### src/rtl/refill_arbiter.sv
// Round-robin arbiter sharing one line-wide memory refill port between the
// instruction cache and the data cache, one transaction at a time, with a watchdog.
module refill_arbiter #(
    parameter int unsigned ADDR_W         = 64,
    parameter int unsigned LINE_W         = 128,
    parameter int unsigned TIMEOUT_CYCLES = 1023
) (
    input  logic              clk,
    input  logic              rst_n,
    input  logic              ic_req_valid,
    input  logic [ADDR_W-1:0] ic_req_addr,
    output logic              ic_res_valid,
    output logic [LINE_W-1:0] ic_rdata,
    input  logic              dc_req_valid,
    input  logic              dc_req_wen,
    input  logic [ADDR_W-1:0] dc_req_addr,
    input  logic [LINE_W-1:0] dc_req_wdata,
    output logic              dc_res_valid,
    output logic [LINE_W-1:0] dc_rdata,
    output logic              mem_req_valid,
    input  logic              mem_req_ready,
    output logic [ADDR_W-1:0] mem_req_addr,
    output logic              mem_req_wen,
    output logic [LINE_W-1:0] mem_req_wdata,
    input  logic              mem_res_valid,
    input  logic [LINE_W-1:0] mem_rdata,
    output logic              busy,
    output logic              err_timeout
);
    localparam int unsigned CNT_W = $clog2(TIMEOUT_CYCLES + 1);
    localparam logic [ADDR_W-1:0] LINE_MASK = ~ADDR_W'(15);
    localparam logic [CNT_W-1:0]  WD_LAST   = CNT_W'(TIMEOUT_CYCLES - 1);

    typedef enum logic [1:0] {IDLE, ISSUE, WAIT, DONE} state_t;

    state_t            state;
    logic              last_dc;
    logic              grant_dc;
    logic [CNT_W-1:0]  wd_cnt;
    logic [LINE_W-1:0] rdata_q;
    logic              pick_dc_c;

    // On a tie the requester that did not win last time gets the port.
    assign pick_dc_c = dc_req_valid & (~ic_req_valid | ~last_dc);

    assign ic_rdata = rdata_q;
    assign dc_rdata = rdata_q;

    always_ff @(posedge clk or negedge rst_n) begin
        if (!rst_n) begin
            state         <= IDLE;
            last_dc       <= 1'b1;
            grant_dc      <= 1'b0;
            wd_cnt        <= '0;
            rdata_q       <= '0;
            ic_res_valid  <= 1'b0;
            dc_res_valid  <= 1'b0;
            mem_req_valid <= 1'b0;
            mem_req_addr  <= '0;
            mem_req_wen   <= 1'b0;
            mem_req_wdata <= '0;
            busy          <= 1'b0;
            err_timeout   <= 1'b0;
        end else begin
            ic_res_valid <= 1'b0;
            dc_res_valid <= 1'b0;
            case (state)
                IDLE: begin
                    if (ic_req_valid || dc_req_valid) begin
                        grant_dc      <= pick_dc_c;
                        mem_req_addr  <= (pick_dc_c ? dc_req_addr : ic_req_addr) & LINE_MASK;
                        mem_req_wen   <= pick_dc_c & dc_req_wen;
                        mem_req_wdata <= pick_dc_c ? dc_req_wdata : '0;
                        mem_req_valid <= 1'b1;
                        busy          <= 1'b1;
                        state         <= ISSUE;
                    end
                end
                ISSUE: begin
                    if (mem_req_ready) begin
                        mem_req_valid <= 1'b0;
                        wd_cnt        <= '0;
                        state         <= WAIT;
                    end
                end
                WAIT: begin
                    // A response in the final watchdog cycle still wins over the timeout.
                    if (mem_res_valid || wd_cnt == WD_LAST) begin
                        if (!mem_res_valid) begin
                            err_timeout <= 1'b1;
                        end
                        rdata_q      <= (mem_res_valid && !mem_req_wen) ? mem_rdata : '0;
                        ic_res_valid <= ~grant_dc & ic_req_valid;
                        dc_res_valid <= grant_dc & dc_req_valid;
                        state        <= DONE;
                    end else begin
                        wd_cnt <= wd_cnt + CNT_W'(1);
                    end
                end
                DONE: begin
                    last_dc <= grant_dc;
                    busy    <= 1'b0;
                    state   <= IDLE;
                end
            endcase
        end
    end
endmodule

### config.mk
export PLATFORM = sky130hd
export DESIGN_NAME = refill_arbiter
export DESIGN_NICKNAME = d
export VERILOG_FILES = /design/src/rtl/refill_arbiter.sv
export SDC_FILE = /design/constraint.sdc
export NUM_CORES = 1
export LEC_CHECK = 0
export CAP_MARGIN = 20
export CORE_AREA = 3 3 325 327
export CTS_CLUSTER_SIZE = 20
export DETAILED_ROUTE_END_ITERATION = 10
export DIE_AREA = 0 0 328 330
export HOLD_SLACK_MARGIN = 0.05
export SLEW_MARGIN = 0
export SYNTH_ARGS = -nofsm -noshare
export SYNTH_HDL_FRONTEND = slang
export SYNTH_SLANG_ARGS = --single-unit
### constraint.sdc
create_clock -name clk -period 3.7 [get_ports clk]
set_clock_uncertainty 0.15 [all_clocks]
set_input_delay 0.74 -clock clk [delete_from_list [all_inputs] [get_ports clk]]
set_output_delay 0.74 -clock clk [all_outputs]
set_load 0.02 [all_outputs]
==> flow_summary.ini, run 1 <==
[cts]
cts_buffers = 42
h-tree-depth = 2
clk_pin_slew_ns = 0.06
cts_tree = built
post_cts_buffers = 0
postCtsHoldBufs = 1
clk_latency_ns = 0.59
clockBufferDepth = 3
post_cts_resized = 0
clock-sinks = 336
cts-root-buf = clkbuf_16

[timing]
hold_viol_final = 0
holdWs_ns = 0.3270
rsz0062_at_grt = no
finalSetupViolCount = 0
timing.final.crit_period_ns = 2.738
timing.final.crit_share_pct = 74.00
slew_headroom_pct = 27.46
tightest_slew_ns = 1.088
fin_setup_tns_ns = 0
max_freq_ghz = 0.3652
drv_slew = 0

[detailed_routing]
drc_errors = 0
wirelength_mm = 74.99
detail_route.first_pass.iterations = 5
wl_per_cell_um = 21.60
drt_iter0_drc = 673
ant_nets = 0
viasPerCell = 3.855
dr_total_vias = 13385

[yosys]
synth_seq_cells = 336
synthSimpleGateAreaFrac_pct = 13.41
netlist_area_um2 = 15140
ys_types = 49
synth-seq-area-share_pct = 55.55
synth_compound_area_share_pct = 15.71
syn_area_per_cell_um2 = 11.03
syn_inst = 1373
synth_xor_area_share_pct = 0
muxShareOfSynthArea_pct = 4.257
ys_warn_count = 0
synthAdderAreaFrac_pct = 0.4959
synth_top_family_by_area = compound AO/OA/AOI/OAI gates

[power_and_ir_drop]
pwr-share-comb_pct = 50.8
p_per_area_nw_per_um2 = 850.0
ir_worst_vdd_mv = 0.4781
seqPwrFrac_pct = 29.0
p_clk_share_pct = 20.2
p_sw_share_pct = 40.83
p_int_w = 0.01294
total_power_w = 0.02186
power.leakage_nw = 10.71
power_switching_w = 0.008928

[worst_setup_path]
max_stage_delay_ns = 0.68
critPathKind = reg2out
end_kind = output pin
worstPathRequired_ns = 2.81
start_kind = flop
slowest_stage = clkdlybuf4s50_1
path_cells = clkdlybuf4s50_1
path_max_fanout = 4
arrival_ns = 1.85
crit_family = buffers and inverters
path_buf_inv = 1

[flow_run]
drv_cap = 0

[global_route]
use_met1_pct = 15.93
grt_start_max_net_pins = 132
met3_usage_pct = 4.657
antenna_found_initial = 28
gr-total-overflow = 0
track_usage_pct = 13.15
grt_pass1_vias = 13321
gr-usage-met2_pct = 22.10
top_usage_layer = met2
grt_pass1_wl_mm = 103.2

[floorplanning]
rows = 118
die_y_um = 330
die_area_um2 = 108200
die_x_um = 328
core_area_um2 = 103200
initial_utilization_pct = 14.67
num_io_pins = 845

[final_layout]
post_layout_nonfiller_instances = 3472
fin_nets = 2444
multiInputGateArea_um2 = 5186
final_util_pct = 24.92
final_common_cell = clkdlybuf4s50_1
drive_gt1_share_pct = 6.737
area_delta_synth_final_pct = 69.92
n_fill_cell = 10969
most-common-layout-cells = clkdlybuf4s50_1 (830), dfrtp_1 (334), nand2_1 (195), o21ai_0 (190), a22o_1 (130)
seqCellArea_um2 = 8413

[status]
outcome = finished clean

[placement]
placedCellCount = 3382
place.gp.congestion = 0.8117
io_buffers = 832
hpwl_mm = 58.84

[min_path]
holdCritPathClass = reg2reg
[per-layer routing]
| layer | share of wire, % | wire length (um) |
|---|---|---|
| met3 | 8.7 | 6501 |
| met1 | 40 | 30180 |
| met5 | 0.11 | 83 |
| met4 | 2.3 | 1732 |
| met2 | 49 | 36500 |
[final cells by class]
class	instances	area share (%)
Clock buffer	59	4.762
Tap cell	1380	6.713
Sequential cell	336	32.71
Multi-Input combinational cell	778	20.16
Timing Repair Buffer	882	34.41
Inverter	7	0.1119
Clock inverter	16	1.002
Antenna cell	14	0.1362
[power groups by stage]
stage | Sequential (W) | Clock, W | Combinational, W
finish | 0.00635 | 0.00441 | 0.0111
global route | 0.00654 | 0.00472 | 0.0118
CTS | 0.00637 | 0.00457 | 0.0113
detailed placement | 0.00642 | 0 | 0.0113
global placement | 0.00638 | 0 | 0.0112
floorplan | 0.00779 | 0 | 0.00439
[registers in the layout, summed over array words and instances, names as in the netlist, 2 cells and up]
signal / count
mem_req_addr: 60
state: 2
dc_rdata: 128
mem_req_wdata: 128
wd_cnt: 10
[logic make-up (layout without fill, tap and decap cells)]
| logic type | Yosys count | in the layout |
|---|---|---|
| AO/OA/AOI/OAI | 354 | 354 |
| buffers and inverters | 262 | 964 |
| adder cells (fa/ha/maj) | 6 | 6 |
| flip-flops | 336 | 336 |
| AND/OR/NAND/NOR | 350 | 350 |
| other | 1 | 18 |
| multiplexers | 64 | 64 |
[cell usage after synthesis, drive strengths merged]
cell type,number,share of area [%]
and4,2,0.15
buf,163,8.1
dfrtp,335,55
nand2,196,4.9
ha,6,0.50
a21o,2,0.099
o41ai,3,0.17
o22a,1,0.058
o311ai,1,0.058
nand3,6,0.20
inv,7,0.17
mux2i,61,4.0
a2111oi,1,0.058
o32a,1,0.066
a31o,1,0.058
o31a,1,0.058
a41o,1,0.066
and2,2,0.083
o2bb2a,1,0.074
nand4,2,0.12
a21oi,3,0.099
clkbuf,92,2.3
o31ai,9,0.48
o21ai,194,6.4
mux2,3,0.22
nor4,1,0.14
nor2,7,0.17
nor3b,2,0.099
dfstp,1,0.17
a41oi,1,0.058
a21boi,1,0.050
a31oi,2,0.12
a22o,130,7.5
conb,1,0.025
and3,2,0.083
nand2b,2,0.083
a311oi,1,0.17
nand4b,128,7.4
[through the flow]
step                      setup WS (ns)  cell area, um^2
final                            0.9620            25720
after global routing             0.8946            25690
after CTS                        0.8624            25690
after detailed placement         0.9282            24190
after global placement           0.9714            24190
after floorplan                   1.751            15150
[path summary, 6_finish.rpt]
check                                      start                  to  slack, ns  cells past startpoint
worst max-delay path                 mem_req_wen         mem_req_wen       0.96                      1
worst min-delay path            mem_req_addr[55]    mem_req_addr[55]       0.33                      2
worst max register to register         wd_cnt[0]        dc_rdata[92]       1.26                      7
worst min register to register  mem_req_addr[55]    mem_req_addr[55]       0.33                      2
max in group asynchronous                  rst_n        dc_res_valid       1.90                      3
min in group asynchronous                  rst_n  mem_req_wdata[109]       0.58                      2
Power figures use the tool's default switching activity.
==> run 2, diff against run 1 <==
clock period = 2.4 ns   (was 3.7 ns; I/O delays follow)
==> flow_summary.ini, run 2 (synthesis results as in run 1) <==
[power_and_ir_drop]
p_per_area_nw_per_um2 = 1291
power.leakage_nw = 10.86
ir_worst_vdd_mv = 0.6316

[detailed_routing]
wirelength_mm = 75.34
wl_per_cell_um = 21.57
dr_total_vias = 13410
viasPerCell = 3.839
ant_nets = 0
detail_route.first_pass.iterations = 4
drc_errors = 0
drt_iter0_drc = 565

[worst_setup_path]
crit_family = buffers and inverters
reg2reg_depth = 6
arrival_ns = 1.70
worstPathRequired_ns = 1.77
start_kind = flop
slowest_stage = clkdlybuf4s50_1
end_kind = output pin
critPathKind = reg2out
path_buf_inv = 1
path_cells = clkdlybuf4s50_1
path_max_fanout = 3
cp.depth = 1
max_stage_delay_ns = 0.65

[timing]
fin_setup_tns_ns = 0
setup_ws_ns = 0.06982
finalSetupViolCount = 0
slew_headroom_pct = 59.21
max_freq_ghz = 0.4292
timing.final.crit_period_ns = 2.330
tightest_slew_ns = 0.6078
rsz0062_at_grt = no
hold_viol_final = 0
drv_slew = 0
timing.final.crit_share_pct = 97.09

[cts]
cts_buffers = 41
h-tree-depth = 2
clk_latency_ns = 0.58
cts-root-buf = clkbuf_16
clockBufferDepth = 3
post_cts_buffers = 0
clock-sinks = 336
cts_tree = built
clk_pin_slew_ns = 0.06

[placement]
placedCellCount = 3402
io_buffers = 832
hpwl_mm = 60.84
placed_cell_area_um2 = 24470
place.gp.congestion = 0.8049
place_ws_ns = 0.07503

[global_route]
antenna_found_initial = 39
gr-total-overflow = 0
track_usage_pct = 13.14
grt_start_max_net_pins = 84
grt_pass1_vias = 13473
grt_pass1_wl_mm = 102.4

[final_layout]
most-common-layout-cells = clkdlybuf4s50_1 (815), dfrtp_1 (334), nand2_1 (195), o21ai_0 (190), a22o_1 (130)
final_util_pct = 25.06
design_area_um2 = 25860
area_delta_synth_final_pct = 70.84
n_fill_cell = 10901
post_layout_nonfiller_instances = 3493
drive_gt1_share_pct = 7.354
final_common_cell = clkdlybuf4s50_1
fin_nets = 2463

[floorplanning]
rows = 118
core_area_um2 = 103200
die_x_um = 328
die_y_um = 330
die_area_um2 = 108200
initial_utilization_pct = 14.67
num_io_pins = 845

[min_path]
holdPathStages = 3
holdCritPathClass = in2reg

[status]
outcome = finished clean

[flow_run]
drv_cap = 0
[run 2: changes by cell type in the layout (fill, tap and decap cells not counted), moves of 2 or more]
cell / delta
clkinv_4: -2
dlygate4sd2_1: +11
buf_12: +10
diode_2: +5
buf_4: +11
clkdlybuf4s50_1: -15
clkbuf_1: +3
bufinv_16: -4
dlymetal6s2s_1: +3
[run 2: worst register-to-register path, delay by kind of cell (launching register included)]
kind / cells / cell delay, ns
AOI/OAI and AO/OA: 2 / 0.63
adders and majority gates: 1 / 0.25
DFF: 1 / 0.43
buffers and inverters: 1 / 0.11
and+or+nand+nor: 1 / 0.09
muxes: 1 / 0.43
[run 2: timing repair]
item / 4_1_cts / 5_1_grt
hold buffers: 1 / 0
gates resized for setup: 11 / 3
setup endpoints to repair: 11 / 3
pin swaps: 0 / 0
hold endpoints to repair: 163 / 0
[run 2: final timing paths]
path | from | endpoint | slack [ns]
worst max-delay path | dc_rdata[47] | ic_rdata[47] | 0.07
worst min-delay path | mem_res_valid | dc_rdata[118] | 0.13
worst max register to register | state[1] | wd_cnt[3] | 0.20
worst min register to register | mem_req_addr[17] | mem_req_addr[17] | 0.32
max in group asynchronous | rst_n | mem_req_addr[28] | 1.10
min in group asynchronous | rst_n | mem_req_wdata[59] | 0.28
[run 2: cell type report]
| cell class | instances | area [um^2] | area share (%) |
|---|---|---|---|
| clock buffer | 61 | 1211 | 4.683 |
| inverter | 7 | 28.78 | 0.1113 |
| tap | 1380 | 1727 | 6.676 |
| sequential | 336 | 8413 | 32.53 |
| clock inverter | 10 | 132.6 | 0.5128 |
| antenna | 19 | 47.55 | 0.1838 |
| multi-input combinational | 778 | 5186 | 20.05 |
| timing repair buffer | 902 | 9116 | 35.25 |
[run 2: stage by stage]
stage          hold slack (ns)  total power [W]
2_1_floorplan          0.03441          0.01878
3_3_place_gp            0.2794          0.02747
3_5_place_dp            0.2801          0.02764
4_1_cts                0.07499          0.03400
5_1_grt                 0.1063          0.03521
6_report                0.1298          0.03339
[run 2: power breakdown]
part / switching (W) / internal, W
combinational: 0.00933 / 0.00804
clock: 0.00259 / 0.00362
sequential: 0.00184 / 0.00797
[run 2: routing by layer]
metal	global-route usage [%]	part of all wire [%]	vias to the layer above	routed length, um
met5	0	0.22	-	164
met4	3.060	2.0	24	1522
met3	5.659	9.7	99	7336
met2	22.57	50	552	37340
met1	15.05	38	6507	28980
li1	-	-	6228	-
